<file path="src/rtl/irq_ctrl_if.sv">
// MemSplit32 register-access bus: single-cycle request with a combinational
// ack, and a one-cycle-later read response carrying rdata.
interface MemSplit32;
  logic        req;
  logic        ack;
  logic        we;
  logic [31:0] addr;
  logic [31:0] wdata;
  logic        resp;
  logic [31:0] rdata;

  modport Master (output req, we, addr, wdata, input  ack, resp, rdata);
  modport Slave  (input  req, we, addr, wdata, output ack, resp, rdata);
endinterface

</file>
<file path="src/rtl/irq_ctrl.sv">
// irq_ctrl: per-tile interrupt controller.
// Latches timer/SGI pulses and external lines into a pending register, masks
// them, and presents the lowest-index enabled line to the CPU over req/ack.
// Optional feature macro: IRQ_CTRL_STATS_EN adds an accepted-interrupt
// counter at 0x10 (any write clears it).
module irq_ctrl #(
  parameter int                           IRQ_NUM_POW    = 4,
  parameter int                           TIMER_IRQ_LINE = 1,
  parameter logic [(2**IRQ_NUM_POW)-1:0]  MASK_DEFAULT   = '0
) (
  input  logic                   clk_i,
  input  logic                   rst_ni,
  MemSplit32.Slave               host,
  input  logic                   irq_timer_i,
  input  logic                   sgi_req_i,
  input  logic [IRQ_NUM_POW-1:0] sgi_code_bi,
  input  logic [(2**IRQ_NUM_POW)-1:0] ext_irq_bi,
  output logic                   irq_req_o,
  output logic [IRQ_NUM_POW-1:0] irq_code_bo,
  input  logic                   irq_ack_i
);

  localparam int IRQ_NUM = 2**IRQ_NUM_POW;

  localparam logic [7:0] ADDR_MASK    = 8'h00;
  localparam logic [7:0] ADDR_PENDING = 8'h04;
  localparam logic [7:0] ADDR_SWSET   = 8'h08;
  localparam logic [7:0] ADDR_STATUS  = 8'h0C;
`ifdef IRQ_CTRL_STATS_EN
  localparam logic [7:0] ADDR_STATS   = 8'h10;
`endif

  typedef enum logic {S_IDLE, S_REQ} state_t;

  state_t                 r_state;
  logic [IRQ_NUM-1:0]     r_pending;
  logic [IRQ_NUM-1:0]     r_mask;
  logic                   r_irq_req;
  logic [IRQ_NUM_POW-1:0] r_irq_code;
  logic                   r_resp;
  logic [31:0]            r_rdata;
`ifdef IRQ_CTRL_STATS_EN
  logic [31:0]            r_stats;
`endif

  logic [7:0]             w_addr;
  logic                   w_wr;
  logic                   w_rd;
  logic                   w_ack_hit;
  logic [IRQ_NUM-1:0]     w_set;
  logic [IRQ_NUM-1:0]     w_clr;
  logic [IRQ_NUM-1:0]     w_masked;
  logic [IRQ_NUM_POW-1:0] w_lowest;
  logic [31:0]            w_rd_mux;

  // Lowest set index wins: scan downward so the last hit is the smallest.
  function automatic logic [IRQ_NUM_POW-1:0] lowest_index(input logic [IRQ_NUM-1:0] v);
    lowest_index = '0;
    for (int i = IRQ_NUM - 1; i >= 0; i--) begin
      if (v[i]) lowest_index = i[IRQ_NUM_POW-1:0];
    end
  endfunction

  assign w_addr    = host.addr[7:0];
  assign w_wr      = host.req & host.we;
  assign w_rd      = host.req & ~host.we;
  assign w_ack_hit = (r_state == S_REQ) & irq_ack_i;
  assign w_masked  = r_pending & r_mask;
  assign w_lowest  = lowest_index(w_masked);

  assign host.ack    = host.req;
  assign host.resp   = r_resp;
  assign host.rdata  = r_rdata;
  assign irq_req_o   = r_irq_req;
  assign irq_code_bo = r_irq_code;

  // Build the per-cycle set/clear vectors for the pending register.
  always_comb begin
    // NOTE: every always_comb output gets a default first so no path leaves it unassigned (no latch).
    w_set = ext_irq_bi;
    w_set[TIMER_IRQ_LINE] = ext_irq_bi[TIMER_IRQ_LINE] | irq_timer_i;
    if (sgi_req_i) w_set[sgi_code_bi] = 1'b1;
    if (w_wr && w_addr == ADDR_SWSET) w_set = w_set | host.wdata[IRQ_NUM-1:0];

    w_clr = '0;
    if (w_wr && w_addr == ADDR_PENDING) w_clr = host.wdata[IRQ_NUM-1:0];
    if (w_ack_hit) w_clr[r_irq_code] = 1'b1;
  end

  // Read data mux; values are those before this cycle's update.
  always_comb begin
    w_rd_mux = '0;
    case (w_addr)
      ADDR_MASK:    w_rd_mux = 32'(r_mask);
      ADDR_PENDING: w_rd_mux = 32'(r_pending);
      ADDR_STATUS: begin
        w_rd_mux[31]              = r_irq_req;
        w_rd_mux[IRQ_NUM_POW-1:0] = r_irq_code;
      end
`ifdef IRQ_CTRL_STATS_EN
      ADDR_STATS:   w_rd_mux = r_stats;
`endif
      default:      w_rd_mux = '0;
    endcase
  end

  // Pending/mask registers and the host read response.
  always_ff @(posedge clk_i) begin
    // NOTE: state registers use non-blocking assignments so all flops update from pre-edge values.
    if (!rst_ni) begin
      r_pending <= '0;
      r_mask    <= MASK_DEFAULT;
      r_resp    <= 1'b0;
      r_rdata   <= '0;
    end else begin
      // Set is ORed in after the clear, so set wins on a collision.
      r_pending <= (r_pending & ~w_clr) | w_set;
      if (w_wr && w_addr == ADDR_MASK) r_mask <= host.wdata[IRQ_NUM-1:0];
      r_resp <= w_rd;
      if (w_rd) r_rdata <= w_rd_mux;
    end
  end

  // Request FSM: pick the lowest enabled pending line and hold it until ack.
  always_ff @(posedge clk_i) begin
    if (!rst_ni) begin
      r_state    <= S_IDLE;
      r_irq_req  <= 1'b0;
      r_irq_code <= '0;
    end else begin
      case (r_state)
        S_IDLE: begin
          if (|w_masked) begin
            r_irq_code <= w_lowest;
            r_irq_req  <= 1'b1;
            r_state    <= S_REQ;
          end
        end
        S_REQ: begin
          // No preemption and no withdrawal: only ack ends the request.
          if (irq_ack_i) begin
            r_irq_req <= 1'b0;
            r_state   <= S_IDLE;
          end
        end
        default: begin
          r_irq_req <= 1'b0;
          r_state   <= S_IDLE;
        end
      endcase
    end
  end

`ifdef IRQ_CTRL_STATS_EN
  // Accepted-interrupt counter; a host write to it takes priority over an ack.
  always_ff @(posedge clk_i) begin
    if (!rst_ni) begin
      r_stats <= '0;
    end else if (w_wr && w_addr == ADDR_STATS) begin
      r_stats <= '0;
    end else if (w_ack_hit) begin
      r_stats <= r_stats + 32'd1;
    end
  end
`endif

endmodule

</file>
<file path="src/flat_wrapper.sv">
// flat-port wrapper written by rule: the top's interface ports become plain ports
module irq_ctrl_flat 
#(
  parameter int                           IRQ_NUM_POW    = 4,
  parameter int                           TIMER_IRQ_LINE = 1,
  parameter logic [(2**IRQ_NUM_POW)-1:0]  MASK_DEFAULT   = '0
)
  (clk_i, rst_ni, irq_timer_i, sgi_req_i, sgi_code_bi, ext_irq_bi, irq_req_o, irq_code_bo, irq_ack_i, host_req, host_we, host_addr, host_wdata, host_ack, host_resp, host_rdata);
  MemSplit32 host_i ();
  input  logic clk_i;
  input  logic rst_ni;
  input  logic irq_timer_i;
  input  logic sgi_req_i;
  input  logic [IRQ_NUM_POW-1:0] sgi_code_bi;
  input  logic [(2**IRQ_NUM_POW)-1:0] ext_irq_bi;
  output logic irq_req_o;
  output logic [IRQ_NUM_POW-1:0] irq_code_bo;
  input  logic irq_ack_i;
  input wire logic [$bits(host_i.req)-1:0] host_req;
  input wire logic [$bits(host_i.we)-1:0] host_we;
  input wire logic [$bits(host_i.addr)-1:0] host_addr;
  input wire logic [$bits(host_i.wdata)-1:0] host_wdata;
  output wire logic [$bits(host_i.ack)-1:0] host_ack;
  output wire logic [$bits(host_i.resp)-1:0] host_resp;
  output wire logic [$bits(host_i.rdata)-1:0] host_rdata;
  assign host_i.req = host_req;
  assign host_i.we = host_we;
  assign host_i.addr = host_addr;
  assign host_i.wdata = host_wdata;
  assign host_ack = host_i.ack;
  assign host_resp = host_i.resp;
  assign host_rdata = host_i.rdata;
  irq_ctrl #(.IRQ_NUM_POW(IRQ_NUM_POW), .TIMER_IRQ_LINE(TIMER_IRQ_LINE), .MASK_DEFAULT(MASK_DEFAULT)) u_core (.clk_i(clk_i), .rst_ni(rst_ni), .host(host_i), .irq_timer_i(irq_timer_i), .sgi_req_i(sgi_req_i), .sgi_code_bi(sgi_code_bi), .ext_irq_bi(ext_irq_bi), .irq_req_o(irq_req_o), .irq_code_bo(irq_code_bo), .irq_ack_i(irq_ack_i));
endmodule
</file>
<file path="config.mk">
export PLATFORM = sky130hd
export DESIGN_NAME = irq_ctrl_flat
export DESIGN_NICKNAME = d
export VERILOG_FILES = /design/src/rtl/irq_ctrl_if.sv /design/src/rtl/irq_ctrl.sv /design/src/flat_wrapper.sv
export SDC_FILE = /design/constraint.sdc
export NUM_CORES = 1
export LEC_CHECK = 0
export ABC_AREA = 1
export CORE_MARGIN = 4
export CORE_UTILIZATION = 46
export DETAILED_ROUTE_END_ITERATION = 6
export PLACE_DENSITY = 0.86
export SETUP_SLACK_MARGIN = 0.02
export SLEW_MARGIN = 0
export SYNTH_ARGS = -nofsm -noshare
export SYNTH_HDL_FRONTEND = slang
export SYNTH_SLANG_ARGS = --single-unit
export TNS_END_PERCENT = 5
</file>
<file path="constraint.sdc">
create_clock -name clk_i -period 4.87 [get_ports clk_i]
set_clock_uncertainty 0.1 [all_clocks]
set_input_delay 1.461 -clock clk_i [delete_from_list [all_inputs] [get_ports clk_i]]
set_output_delay 1.461 -clock clk_i [all_outputs]
set_load 0.005 [all_outputs]
</file>
## Yosys cells after proc, flatten, opt, wreduce, memory -nomap -nowiden

Cells that the tools add are included.

- Bits in registers: 71
- Output and inout bits: 39

- $lt $le $gt $ge: 4
- Eq/ne operators: 5
- Muxes and demuxes: 33
- Bitwise operators: 13
- Reduce and logical (&&, ||, !) cells: 9

Operators with widths:

| operator | count |
|---|---|
| 16-bit 2-to-1 mux | 4 |
| 4-bit 2-to-1 mux | 16 |
| 16-bit OR | 4 |
| 16-bit bitwise AND | 2 |
| 12-bit case mux with 2 select lines | 1 |
| 8-bit by 4-bit equality test with 1-bit output, second input constant | 2 |
| 16-bit NOT | 1 |
| 16-bit OR reduction | 1 |
| 4-bit case mux with 3 select lines | 1 |
| 4-bit by 5-bit < comparator with 1-bit output, second input constant | 2 |
| 1-bit demux with 4-bit select | 2 |
| 8-bit by 3-bit equality test with 1-bit output, second input constant | 1 |
| 4-bit by 1-bit greater-or-equal comparator with 1-bit output, second input constant | 2 |
| 8-bit zero test | 1 |
| 1-bit 2-to-1 mux | 7 |
| 1-bit logical AND | 5 |
| 1-bit case mux with 2 select lines | 2 |
| 2-bit AND reduction | 2 |
| 1-bit bitwise AND | 3 |
| 2-bit by 1-bit != test with 1-bit output, second input constant | 1 |
| 2-bit != test, second input constant | 1 |
| 1-bit NOT | 2 |
| 1-bit OR | 1 |

## Depth between registers and ports, before layout

- Word-level depth: 17
- Gate-level depth with buffers: 18
- Mapped depth without buffers: 18

## Worst setup path after synthesis

No wires, ideal clock.

- Path kind: input port to output port
- Start: in host_req
- End: out host_ack
- Arrival time: 1.572 ns
- Required time: 3.309 ns
- Setup slack: 1.737 ns
- Cell stages on the path: 1
- Path buffers: 1
- Cells stage by stage: buf_4

RTL lines:

| item | line | source |
|---|---|---|
| start: declaration | flat_wrapper.sv:19 | `input wire logic [$bits(host_i.req)-1:0] host_req;` |
| end: declaration | flat_wrapper.sv:23 | `output wire logic [$bits(host_i.ack)-1:0] host_ack;` |

No word-level cell between the ends.

## Final worst setup path

- Start: in host_req
- End: out host_ack

No word-level cell between the ends.

==> results_dict.tcl <==
set metrics [dict create \
    outcome "finished, final reports clean" \
    path_common_cell "clkdlybuf4s50_1" \
    crit_type "in2out" \
    grt_usage_pct 22.74 \
    clkSlewWorstSetupHoldPaths_ns 0.11 \
    setup_tns_ns 0 \
    seq_power_share_pct 51.7 \
    initial_core_util_pct 47.45 \
    initialDrtViolationCount 358 \
    avgSynthCellArea_um2 7.147 \
    port_buffers 74 \
    crit_buf_inv 2 \
    antenna_cells 0 \
    die_w_um 89.17 \
    ant_nets 0 \
    grt_max_degree 31 \
    routed_wl_mm 9.062 \
    max_slew_margin_pct 46.03 \
    coreArea_um2 6386 \
    critPathSlowestCell "clkdlybuf4s50_1" \
    worstPathMaxFanout 3 \
    p_sw_uw 235.2 \
    cts_setup_buffers 0 \
    cts_tree "done" \
    final_nets 581 \
    hold_viol 0 \
    vias 3208 \
    fmax_ghz 0.2482 \
    place_congestion 0.8790 \
    layout-drive-gt1-share_pct 7.332 \
    yosysUniqueCellTypes 31 \
    insertion_delay_ns 0.32 \
    worstSetupEndpointType "primary output" \
    dr.pass1.iters 6 \
    swShare_pct 25.13 \
    setup_viol_count_final 0 \
    min_period_over_period_pct 82.72 \
    peakVddDrop_mv 0.1342 \
    ctsHoldBuffers 0 \
    die_area_um2 7950 \
    cts-root-buf "clkbuf_8" \
    maxCapViolCount 0 \
    cts_made_buffers 5 \
    slew_violations 0 \
    power_frac_clock_pct 33.9 \
    rsz0062_at_grt "false" \
    hold_path_class "reg2reg" \
    comb_power_share_pct 14.4 \
    cellLeakagePower_uw 0.001564 \
    cts_sinks 56 \
    drc 0 \
    rows 29 \
    timing.hold.ws_ns 0.3782 \
    ioPinCount 130 \
    place_hpwl_mm 6.616 \
    slowest_delay_ns 0.51 \
    p_int_uw 700.8 \
    routedWlPerCell_um 15.95 \
    crit_chain "clkdlybuf4s50_1 > clkdlybuf4s50_1" \
    netlist_area_um2 3030 \
    worstMarginPinSlew_ns 0.8034 \
    min_period_ns 4.028 \
    worst_setup_path_start_kind "primary input" \
    critPathTopFamily "buffers and inverters" \
    worstPathRequired_ns 3.31 \
    area_delta_synth_final_pct 26.59 \
    htreeDepth 2 \
    syn_inst 424 \
    antenna_found_initial 0 \
    grt_pass1_wl_mm 14.24 \
    pwr_density_cell_nw_per_um2 244.0 \
    arrival_ns 2.47 \
    cts_resized 0 \
    die_h_um 89.17 \
    grt-ovfl-total 0 \
    synth-seq-area-share_pct 36.99 \
    grt_pass1_vias 3033 \
    viasPerCell 5.648 \
    clock_path_buffers 2 \
    ys.warnings.count 0 \
    ys_seq_elements 56 \
]
-- flip-flops by register name, indices dropped and copies added, names as in the netlist --
register,count
u_core.r_state,1
u_core.host.resp,1
u_core.r_mask,16
u_core.r_pending,16
u_core.irq_code_bo,4
u_core.irq_req_o,1
u_core.host.rdata,17
-- worst register-to-register path, delay by kind of cell, from the launching register on --
family	cells	cell delay [ns]
flip-flops	1	0.47
AND/OR/NAND/NOR	1	0.66
buffers and inverters	1	0.09
AO/OA/AOI/OAI	2	0.36
-- metal layers --
| metal | track usage, % | vias up | share of wire, % |
|---|---|---|---|
| met5 | 0 | - | 0 |
| met3 | 3.041 | 22 | 8.4 |
| li1 | - | 1519 | - |
| met4 | 7.442 | 0 | 2.3 |
| met2 | 41.33 | 171 | 50 |
| met1 | 27.48 | 1496 | 39 |
-- final timing paths --
check	from	slack (ns)	depth (start not counted)	endpoint
worst min-delay path	u_core.r_mask[10]	0.38	2	u_core.r_mask[10]
worst max-delay path	host_req	0.84	2	host_ack
worst min register to register	u_core.r_mask[10]	0.38	2	u_core.r_mask[10]
worst max register to register	u_core.irq_code_bo[1]	3.07	4	u_core.r_pending[2]
-- stage by stage --
stage / worst slack [ns] / power [uW] / cell area, um2 / std cells / utilization, %
floorplan: 1.737 / 557.1 / 3083 / 438 / -
global placement: 0.8453 / 622.2 / 3721 / 560 / 58.27
detailed placement: 0.8299 / 626.0 / 3721 / 560 / 58.27
CTS: 0.8363 / 932.8 / 3836 / 568 / 60.07
global route: 0.8267 / 969.3 / 3836 / 568 / 60.07
finish: 0.8418 / 936.0 / 3836 / 568 / 60.07
-- layout by cell type (no fill, tap or decap) --
master,n
buf_4,2
o21ai_2,8
a21oi_2,7
o21ai_1,19
a21oi_1,21
nor2_1,56
o21ai_0,4
nand2_1,88
nor3_1,2
clkdlybuf4s50_1,74
conb_1,15
dfxtp_1,56
nand4_1,1
a221o_1,14
inv_1,59
clkbuf_8,5
clkinvlp_4,1
o221ai_1,16
nand2_4,1
inv_6,1
nor2_2,2
nor4_4,1
nand3_2,1
nor2_4,2
a211oi_1,2
inv_2,3
a31oi_1,21
nand3_1,5
o21bai_1,1
bufinv_16,1
inv_4,1
o31ai_1,1
-- cell families after synthesis --
group,count (synthesis),synth area share [%]
buffers and inverters,94,15.03
other,1,0.1237
and+or+nand+nor,159,21.68
DFF,56,36.99
AOI/OAI and AO/OA,114,26.18
-- cell usage after synthesis (all sizes together) --
cell type / n / share of area [%]
nor3: 2 / 0.33
a211oi: 2 / 0.50
dfxtp: 56 / 37
o31ai: 1 / 0.25
a21oi: 28 / 5.5
nand4: 1 / 0.21
inv: 63 / 7.9
o221ai: 16 / 4.6
buf: 25 / 6.4
conb: 1 / 0.12
nand2: 89 / 11
nand3: 6 / 1.2
nor4: 1 / 0.70
clkbuf: 6 / 0.74
o21ai: 31 / 6.1
a221o: 14 / 4.6
nor2: 60 / 8.0
a31oi: 21 / 4.3
o21bai: 1 / 0.25
-- layout make-up --
class / count / area [um2]
Inverter: 63 / 239.0
Multi-Input combinational cell: 288 / 1509
Timing Repair Buffer: 76 / 755.7
Clock inverter: 3 / 46.29
Fill cell: 574 / 2550
Tap cell: 77 / 96.34
Clock buffer: 5 / 68.82
Sequential cell: 56 / 1121
-- power groups by stage --
stage | clock, uW | sequential (uW) | combinational (uW)
after detailed placement | 0 | 494 | 132
after global placement | 0 | 493 | 129
after floorplan | 0 | 493 | 64.3
final | 318 | 484 | 135
after CTS | 316 | 483 | 134
after global routing | 337 | 486 | 147
Power figures use the tool's default switching activity.
